$ cat src/rtl/chacha20_block_sched_if.sv
// ChaCha20 block scheduler bus: job control, quarter-round
// engine handshake and keystream block stream.
interface chacha20_block_sched_if;
    logic         start;
    logic [255:0] key;
    logic [95:0]  nonce;
    logic [31:0]  counter_init;
    logic [7:0]   num_blocks;
    logic         busy;
    logic         qr_start;
    logic [31:0]  qr_a_out;
    logic [31:0]  qr_b_out;
    logic [31:0]  qr_c_out;
    logic [31:0]  qr_d_out;
    logic         qr_done;
    logic [31:0]  qr_a_in;
    logic [31:0]  qr_b_in;
    logic [31:0]  qr_c_in;
    logic [31:0]  qr_d_in;
    logic         blk_valid;
    logic         blk_ready;
    logic [511:0] blk_data;
    logic [7:0]   blk_index;
    logic         job_done;

    modport master (
        input  start, key, nonce, counter_init, num_blocks,
        input  qr_done, qr_a_in, qr_b_in, qr_c_in, qr_d_in,
        input  blk_ready,
        output busy, qr_start,
        output qr_a_out, qr_b_out, qr_c_out, qr_d_out,
        output blk_valid, blk_data, blk_index, job_done
    );

    modport slave (
        output start, key, nonce, counter_init, num_blocks,
        output qr_done, qr_a_in, qr_b_in, qr_c_in, qr_d_in,
        output blk_ready,
        input  busy, qr_start,
        input  qr_a_out, qr_b_out, qr_c_out, qr_d_out,
        input  blk_valid, blk_data, blk_index, job_done
    );
endinterface

$ cat src/rtl/chacha20_block_sched.sv
// ChaCha20 block scheduler: sequences quarter rounds through an
// external engine, adds the feed-forward and streams blocks.
module chacha20_block_sched #(
    parameter int ROUNDS = 20
) (
    input logic clk,
    input logic rst_n,
    chacha20_block_sched_if.master bus
);
    typedef enum logic [2:0] {IDLE, ISSUE, WAIT, FEED, OUT} state_t;
    localparam logic [3:0] DR_LAST = 4'(ROUNDS / 2 - 1);

    state_t      state;
    logic [31:0] s [16];
    logic [31:0] iw [16];
    logic [31:0] ctr;
    logic [7:0]  nblk;
    logic [2:0]  qidx;
    logic [3:0]  dr;
    logic [31:0] qop [4];

    logic [31:0] i_new [16];
    logic [31:0] i_nxt [16];
    logic [31:0] s_wb [16];
    logic [31:0] src [16];
    logic [2:0]  q_nx;
    logic [31:0] op [4];

    // lane selects the row; diagonals shift the column by the lane
    function automatic logic [3:0] sel(
        input logic [2:0] q,
        input logic [1:0] lane
    );
        logic [1:0] col;
        col = q[1:0] + (q[2] ? lane : 2'd0);
        return {lane, col};
    endfunction

    always_comb begin
        i_new[0] = 32'h61707865;
        i_new[1] = 32'h3320646e;
        i_new[2] = 32'h79622d32;
        i_new[3] = 32'h6b206574;
        for (int k = 0; k < 8; k++)
            i_new[4 + k] = bus.key[32 * k +: 32];
        i_new[12] = bus.counter_init;
        for (int n = 0; n < 3; n++)
            i_new[13 + n] = bus.nonce[32 * n +: 32];
        i_nxt = iw;
        i_nxt[12] = ctr + 32'd1;
        s_wb = s;
        s_wb[sel(qidx, 2'd0)] = bus.qr_a_in;
        s_wb[sel(qidx, 2'd1)] = bus.qr_b_in;
        s_wb[sel(qidx, 2'd2)] = bus.qr_c_in;
        s_wb[sel(qidx, 2'd3)] = bus.qr_d_in;
    end

    // operands for the next ISSUE, taken from the state being loaded
    always_comb begin
        src = i_new;
        q_nx = 3'd0;
        if (state == WAIT) begin
            src = s_wb;
            q_nx = qidx + 3'd1;
        end else if (state == OUT) begin
            src = i_nxt;
        end
        for (int l = 0; l < 4; l++)
            op[l] = src[sel(q_nx, 2'(l))];
    end

    assign bus.busy = (state != IDLE);
    assign bus.qr_a_out = qop[0];
    assign bus.qr_b_out = qop[1];
    assign bus.qr_c_out = qop[2];
    assign bus.qr_d_out = qop[3];

    always_comb begin
        for (int i = 0; i < 16; i++)
            bus.blk_data[32 * i +: 32] = s[i];
    end

    always_ff @(posedge clk or negedge rst_n) begin
        if (!rst_n) begin
            state <= IDLE;
            ctr <= '0;
            nblk <= '0;
            qidx <= '0;
            dr <= '0;
            for (int i = 0; i < 16; i++) begin
                s[i] <= '0;
                iw[i] <= '0;
            end
            for (int l = 0; l < 4; l++)
                qop[l] <= '0;
            bus.qr_start <= 1'b0;
            bus.blk_valid <= 1'b0;
            bus.blk_index <= '0;
            bus.job_done <= 1'b0;
        end else begin
            bus.job_done <= 1'b0;
            unique case (state)
                IDLE: begin
                    if (bus.start) begin
                        if (bus.num_blocks == 8'd0) begin
                            bus.job_done <= 1'b1;
                        end else begin
                            s <= i_new;
                            iw <= i_new;
                            ctr <= bus.counter_init;
                            nblk <= bus.num_blocks;
                            qidx <= '0;
                            dr <= '0;
                            bus.blk_index <= '0;
                            qop <= op;
                            bus.qr_start <= 1'b1;
                            state <= ISSUE;
                        end
                    end
                end
                ISSUE: begin
                    bus.qr_start <= 1'b0;
                    state <= WAIT;
                end
                WAIT: begin
                    if (bus.qr_done) begin
                        s <= s_wb;
                        if (qidx != 3'd7 || dr != DR_LAST) begin
                            qidx <= q_nx;
                            if (qidx == 3'd7)
                                dr <= dr + 4'd1;
                            qop <= op;
                            bus.qr_start <= 1'b1;
                            state <= ISSUE;
                        end else begin
                            state <= FEED;
                        end
                    end
                end
                FEED: begin
                    for (int i = 0; i < 16; i++)
                        s[i] <= s[i] + iw[i];
                    bus.blk_valid <= 1'b1;
                    state <= OUT;
                end
                OUT: begin
                    if (bus.blk_ready) begin
                        bus.blk_valid <= 1'b0;
                        if (bus.blk_index == nblk - 8'd1) begin
                            bus.job_done <= 1'b1;
                            state <= IDLE;
                        end else begin
                            ctr <= ctr + 32'd1;
                            bus.blk_index <= bus.blk_index + 8'd1;
                            iw <= i_nxt;
                            s <= i_nxt;
                            qidx <= '0;
                            dr <= '0;
                            qop <= op;
                            bus.qr_start <= 1'b1;
                            state <= ISSUE;
                        end
                    end
                end
                default: state <= IDLE;
            endcase
        end
    end
endmodule

$ cat src/flat_wrapper.sv
// flat-port wrapper written by rule: the top's interface ports become plain ports
module chacha20_block_sched_flat 
#(
    parameter int ROUNDS = 20
)
  (clk, rst_n, bus_start, bus_key, bus_nonce, bus_counter_init, bus_num_blocks, bus_qr_done, bus_qr_a_in, bus_qr_b_in, bus_qr_c_in, bus_qr_d_in, bus_blk_ready, bus_busy, bus_qr_start, bus_qr_a_out, bus_qr_b_out, bus_qr_c_out, bus_qr_d_out, bus_blk_valid, bus_blk_data, bus_blk_index, bus_job_done);
  chacha20_block_sched_if bus_i ();
  input logic clk;
  input logic rst_n;
  input wire logic [$bits(bus_i.start)-1:0] bus_start;
  input wire logic [$bits(bus_i.key)-1:0] bus_key;
  input wire logic [$bits(bus_i.nonce)-1:0] bus_nonce;
  input wire logic [$bits(bus_i.counter_init)-1:0] bus_counter_init;
  input wire logic [$bits(bus_i.num_blocks)-1:0] bus_num_blocks;
  input wire logic [$bits(bus_i.qr_done)-1:0] bus_qr_done;
  input wire logic [$bits(bus_i.qr_a_in)-1:0] bus_qr_a_in;
  input wire logic [$bits(bus_i.qr_b_in)-1:0] bus_qr_b_in;
  input wire logic [$bits(bus_i.qr_c_in)-1:0] bus_qr_c_in;
  input wire logic [$bits(bus_i.qr_d_in)-1:0] bus_qr_d_in;
  input wire logic [$bits(bus_i.blk_ready)-1:0] bus_blk_ready;
  output wire logic [$bits(bus_i.busy)-1:0] bus_busy;
  output wire logic [$bits(bus_i.qr_start)-1:0] bus_qr_start;
  output wire logic [$bits(bus_i.qr_a_out)-1:0] bus_qr_a_out;
  output wire logic [$bits(bus_i.qr_b_out)-1:0] bus_qr_b_out;
  output wire logic [$bits(bus_i.qr_c_out)-1:0] bus_qr_c_out;
  output wire logic [$bits(bus_i.qr_d_out)-1:0] bus_qr_d_out;
  output wire logic [$bits(bus_i.blk_valid)-1:0] bus_blk_valid;
  output wire logic [$bits(bus_i.blk_data)-1:0] bus_blk_data;
  output wire logic [$bits(bus_i.blk_index)-1:0] bus_blk_index;
  output wire logic [$bits(bus_i.job_done)-1:0] bus_job_done;
  assign bus_i.start = bus_start;
  assign bus_i.key = bus_key;
  assign bus_i.nonce = bus_nonce;
  assign bus_i.counter_init = bus_counter_init;
  assign bus_i.num_blocks = bus_num_blocks;
  assign bus_i.qr_done = bus_qr_done;
  assign bus_i.qr_a_in = bus_qr_a_in;
  assign bus_i.qr_b_in = bus_qr_b_in;
  assign bus_i.qr_c_in = bus_qr_c_in;
  assign bus_i.qr_d_in = bus_qr_d_in;
  assign bus_i.blk_ready = bus_blk_ready;
  assign bus_busy = bus_i.busy;
  assign bus_qr_start = bus_i.qr_start;
  assign bus_qr_a_out = bus_i.qr_a_out;
  assign bus_qr_b_out = bus_i.qr_b_out;
  assign bus_qr_c_out = bus_i.qr_c_out;
  assign bus_qr_d_out = bus_i.qr_d_out;
  assign bus_blk_valid = bus_i.blk_valid;
  assign bus_blk_data = bus_i.blk_data;
  assign bus_blk_index = bus_i.blk_index;
  assign bus_job_done = bus_i.job_done;
  chacha20_block_sched #(.ROUNDS(ROUNDS)) u_core (.clk(clk), .rst_n(rst_n), .bus(bus_i));
endmodule
$ cat config.mk
export PLATFORM = sky130hd
export DESIGN_NAME = chacha20_block_sched_flat
export DESIGN_NICKNAME = d
export VERILOG_FILES = /design/src/rtl/chacha20_block_sched_if.sv /design/src/rtl/chacha20_block_sched.sv /design/src/flat_wrapper.sv
export SDC_FILE = /design/constraint.sdc
export NUM_CORES = 2
export LEC_CHECK = 0
export CAP_MARGIN = 20
export CORE_ASPECT_RATIO = 0.8
export CORE_MARGIN = 2
export CORE_UTILIZATION = 35
export CTS_CLUSTER_SIZE = 25
export DETAILED_ROUTE_END_ITERATION = 12
export MAX_ROUTING_LAYER = met4
export SLEW_MARGIN = 40
export SYNTH_ARGS = -nofsm -noshare
export SYNTH_HDL_FRONTEND = slang
export SYNTH_SLANG_ARGS = --single-unit
$ cat constraint.sdc
create_clock -name clk -period 12.6 [get_ports clk]
set_input_delay 1.26 -clock clk [delete_from_list [all_inputs] [get_ports clk]]
set_output_delay 1.26 -clock clk [all_outputs]
set_load 0.02 [all_outputs]
==> flow_summary.ini <==
[die]
rows = 160
initial_utilization = 0.3519
fp.dieArea_mm2 = 0.2429
fp.dieH_um = 441.2
num_io_pins = 1177
dieWidth_um = 550.5
core_mm2 = 0.2376

[power]
p_int_mw = 16.47
leakagePower_nw = 45.25
p_per_area_mw_per_mm2 = 356.7
p_sw_mw = 20.57
irDropWorstVdd_mv = 0.3134
comb_power_share = 0.673
power_frac_seq = 0.207
p_sw_frac = 0.5554
clkPwrFrac = 0.120
finalPower_mw = 37.03

[timing]
tns_ps = 0
fmax_mhz = 152.8
worst_pin_slew_ps = 1180
period_needed_ps = 6544
grt_setup_unrepaired = false
period_share = 0.5193
drv_slew = 0
hold_ws_ps = 420.1
setup_ws_ps = 6056
slew-limit-headroom = 0.2132
setup_viol = 0
skew_ps = 57.32
hold_viol = 0

[finish]
area_delta_synth_final_pct = 24.16
fin_util = 0.4369
instances_no_fill = 15290
finalNetCount = 12880
seq_area_mm2 = 0.02639
stdcell_area_mm2 = 0.1038
multi_input_area_mm2 = 0.05404
fill_cells = 23700
drive_above_1_share = 0.05214

[detailed_routing]
drc = 2
vias = 97320
drtIter0Drc = 14500
wl_met3_um = 61110
drt_pass1_iterations = 12
wl_per_cell_um = 33.78
antenna_left = 0
wl_met1_um = 201900
dr_wl_met2_um = 210400
viasPerCell = 6.363
drt-total-wl_um = 516600
top_layer_used = met4

[clock_network]
cts_resized = 0
cts-root-buf = clkbuf_16
cts_buffer_depth = 4
cts_tree = built
clk_pin_slew_ps = 60
cts_hold_buffers = 0
clock_sinks = 1054
cts_buffers = 148
cts_setup_buffers = 0
htree_levels = 4
worstSkewPairLatency_ps = 850

[setup_path]
crit_family = buffers and inverters
critical_path_class = reg -> reg
max_stage_delay_ps = 790
path_buf_inv = 5
crit_chain = buf_4 -> buf_4 -> inv_4 -> nand2_4 -> buf_4 -> or2_2 -> xnor2_2 -> buf_4 -> nand2_1 -> o32ai_1 -> a311oi_1 -> nand2_1 -> o21ai_0
end_kind = flip-flop
critPathSlowestCell = or2_2
crit_fanout = 67
worstPathRequired_ps = 13280
arrival_ps = 7220
crit_top_cell = buf_4
start_kind = flip-flop
rrSetupSlack_ps = 6060

[synthesis]
synthFlopType = dfrtp_1
synth_top_area_frac = 0.3154
syn_area_per_cell_um2 = 7.520
seq_area_frac_synth = 0.3154
synth_edf_count = 0
synth_most_common_cell = nand2_1
async_flop_share = 1.000
mappedNetlistArea_mm2 = 0.08362
synth_cell_types = 93
synth_common_cells = 2,850 x nand2_1, 1,054 x dfrtp_1, 1,025 x a21oi_1
synth.area.top_cells = dfrtp_1 32%, nand2_1 13%, ha_1 6.6%, a21oi_1 6.1%, o21ai_0 5.6%
synth_warnings = 0
yosysTopAreaCell = dfrtp_1
synthesis.nets = 12100
ys_seq_elements = 1054
netlist_instances = 11120

[place]
pre_cts_ws_ps = 5996
portBuffers = 1176
gp_congestion = 1.103
placed_cells = 14910
hpwl_um = 377600
dpl-instance-area_mm2 = 0.09860

[hold_path]
min_path_type = in -> async

[run]
maxCapViolations = 0

[run_status]
violations = DRC
status = finished, violations left

[global_route]
grt_pass1_vias = 88700
antenna_found_initial = 153
groute.usage.overall = 0.4201
grt_max_degree = 174
gr-total-overflow = 0
grt_pass1_wl_um = 709300
registers in the layout (all words and copies together) (netlist names):
register,flops
u_core.dr,4
u_core.bus.qr_b_out,32
u_core.bus.qr_d_out,32
u_core.bus.blk_index,8
u_core.bus.blk_data,512
u_core.ctr,32
u_core.state,3
u_core.bus.qr_a_out,32
u_core.nblk,8
u_core.bus.job_done,1
u_core.bus.blk_valid,1
u_core.bus.qr_start,1
u_core.qidx,3
u_core.i_nxt,353
u_core.bus.qr_c_out,32
layout make-up:
class	instances	share of cell area
inverter	183	0.006652
antenna	130	0.003133
multi-input combinational	9148	0.5205
sequential	1054	0.2542
clock buffer	216	0.04224
tap	3159	0.03807
clock inverter	36	0.004085
timing repair buffer	1368	0.1312
final timing paths:
path,from,to,cells after the start
min in group clk,u_core.bus.qr_c_out[3]$_DFFE_PN0P_,u_core.bus.qr_c_out[3]$_DFFE_PN0P_,2
min,rst_n,u_core.bus.qr_c_out[14]$_DFFE_PN0P_,1
max reg2reg,u_core.state[0]$_DFFE_PN0P_,u_core.bus.qr_d_out[26]$_DFFE_PN0P_,13
max in group asynchronous,rst_n,u_core.i_nxt[58]$_DFFE_PN0P_,5
max,u_core.state[0]$_DFFE_PN0P_,u_core.bus.qr_d_out[26]$_DFFE_PN0P_,13
min reg2reg,u_core.bus.qr_c_out[3]$_DFFE_PN0P_,u_core.bus.qr_c_out[3]$_DFFE_PN0P_,2
kinds of logic after synthesis:
kind of cell	Yosys count	share of synthesized area
flops	1054	0.3154
mux	367	0.04834
compound gates	3579	0.2669
simple gates	4348	0.2155
other cells	1	0.00004484
xor+xnor	398	0.04169
fa+ha+maj	455	0.06925
buf+inv	918	0.04288
routing by layer:
metal  vias to the layer above  GRT usage
li1                      41540          -
met1                     47160     0.5369
met2                      7244     0.5707
met3                      1374     0.1073
met4                         0     0.3029
met5                         -          -
power by group through the flow:
stage / Combinational, mW / Sequential, mW / Clock [mW]
final: 24.9 / 7.67 / 4.43
after global routing: 26.5 / 7.73 / 4.57
after CTS: 24.3 / 7.51 / 4.44
after detailed placement: 24.1 / 7.54 / 0
after global placement: 23.8 / 7.52 / 0
after floorplan: 14.2 / 7.49 / 0
layout by cell type (no fill, tap or decap), types with 52 or more instances in the layout:
cell type / Yosys / layout
diode_2: 0 / 130
o22ai_1: 112 / 112
nand2b_1: 80 / 77
buf_4: 3 / 148
o21bai_1: 55 / 55
xor2_1: 164 / 162
o221ai_1: 57 / 57
nand2_1: 2850 / 2837
xnor2_1: 234 / 230
nor3_1: 90 / 89
inv_1: 180 / 179
dfrtp_1: 1054 / 1049
ha_1: 442 / 437
o21ai_0: 933 / 924
and3_1: 106 / 105
clkbuf_16: 0 / 153
mux2_2: 55 / 55
o211ai_1: 69 / 69
a21oi_1: 1025 / 1017
mux2i_1: 288 / 288
nor2_1: 700 / 680
o21a_1: 56 / 56
nand3_1: 261 / 261
a311oi_1: 53 / 52
a31oi_1: 247 / 247
a221oi_1: 169 / 169
a211oi_1: 119 / 118
a21o_1: 236 / 236
clkdlybuf4s50_1: 0 / 1175
(Power assumes the default switching activity.)
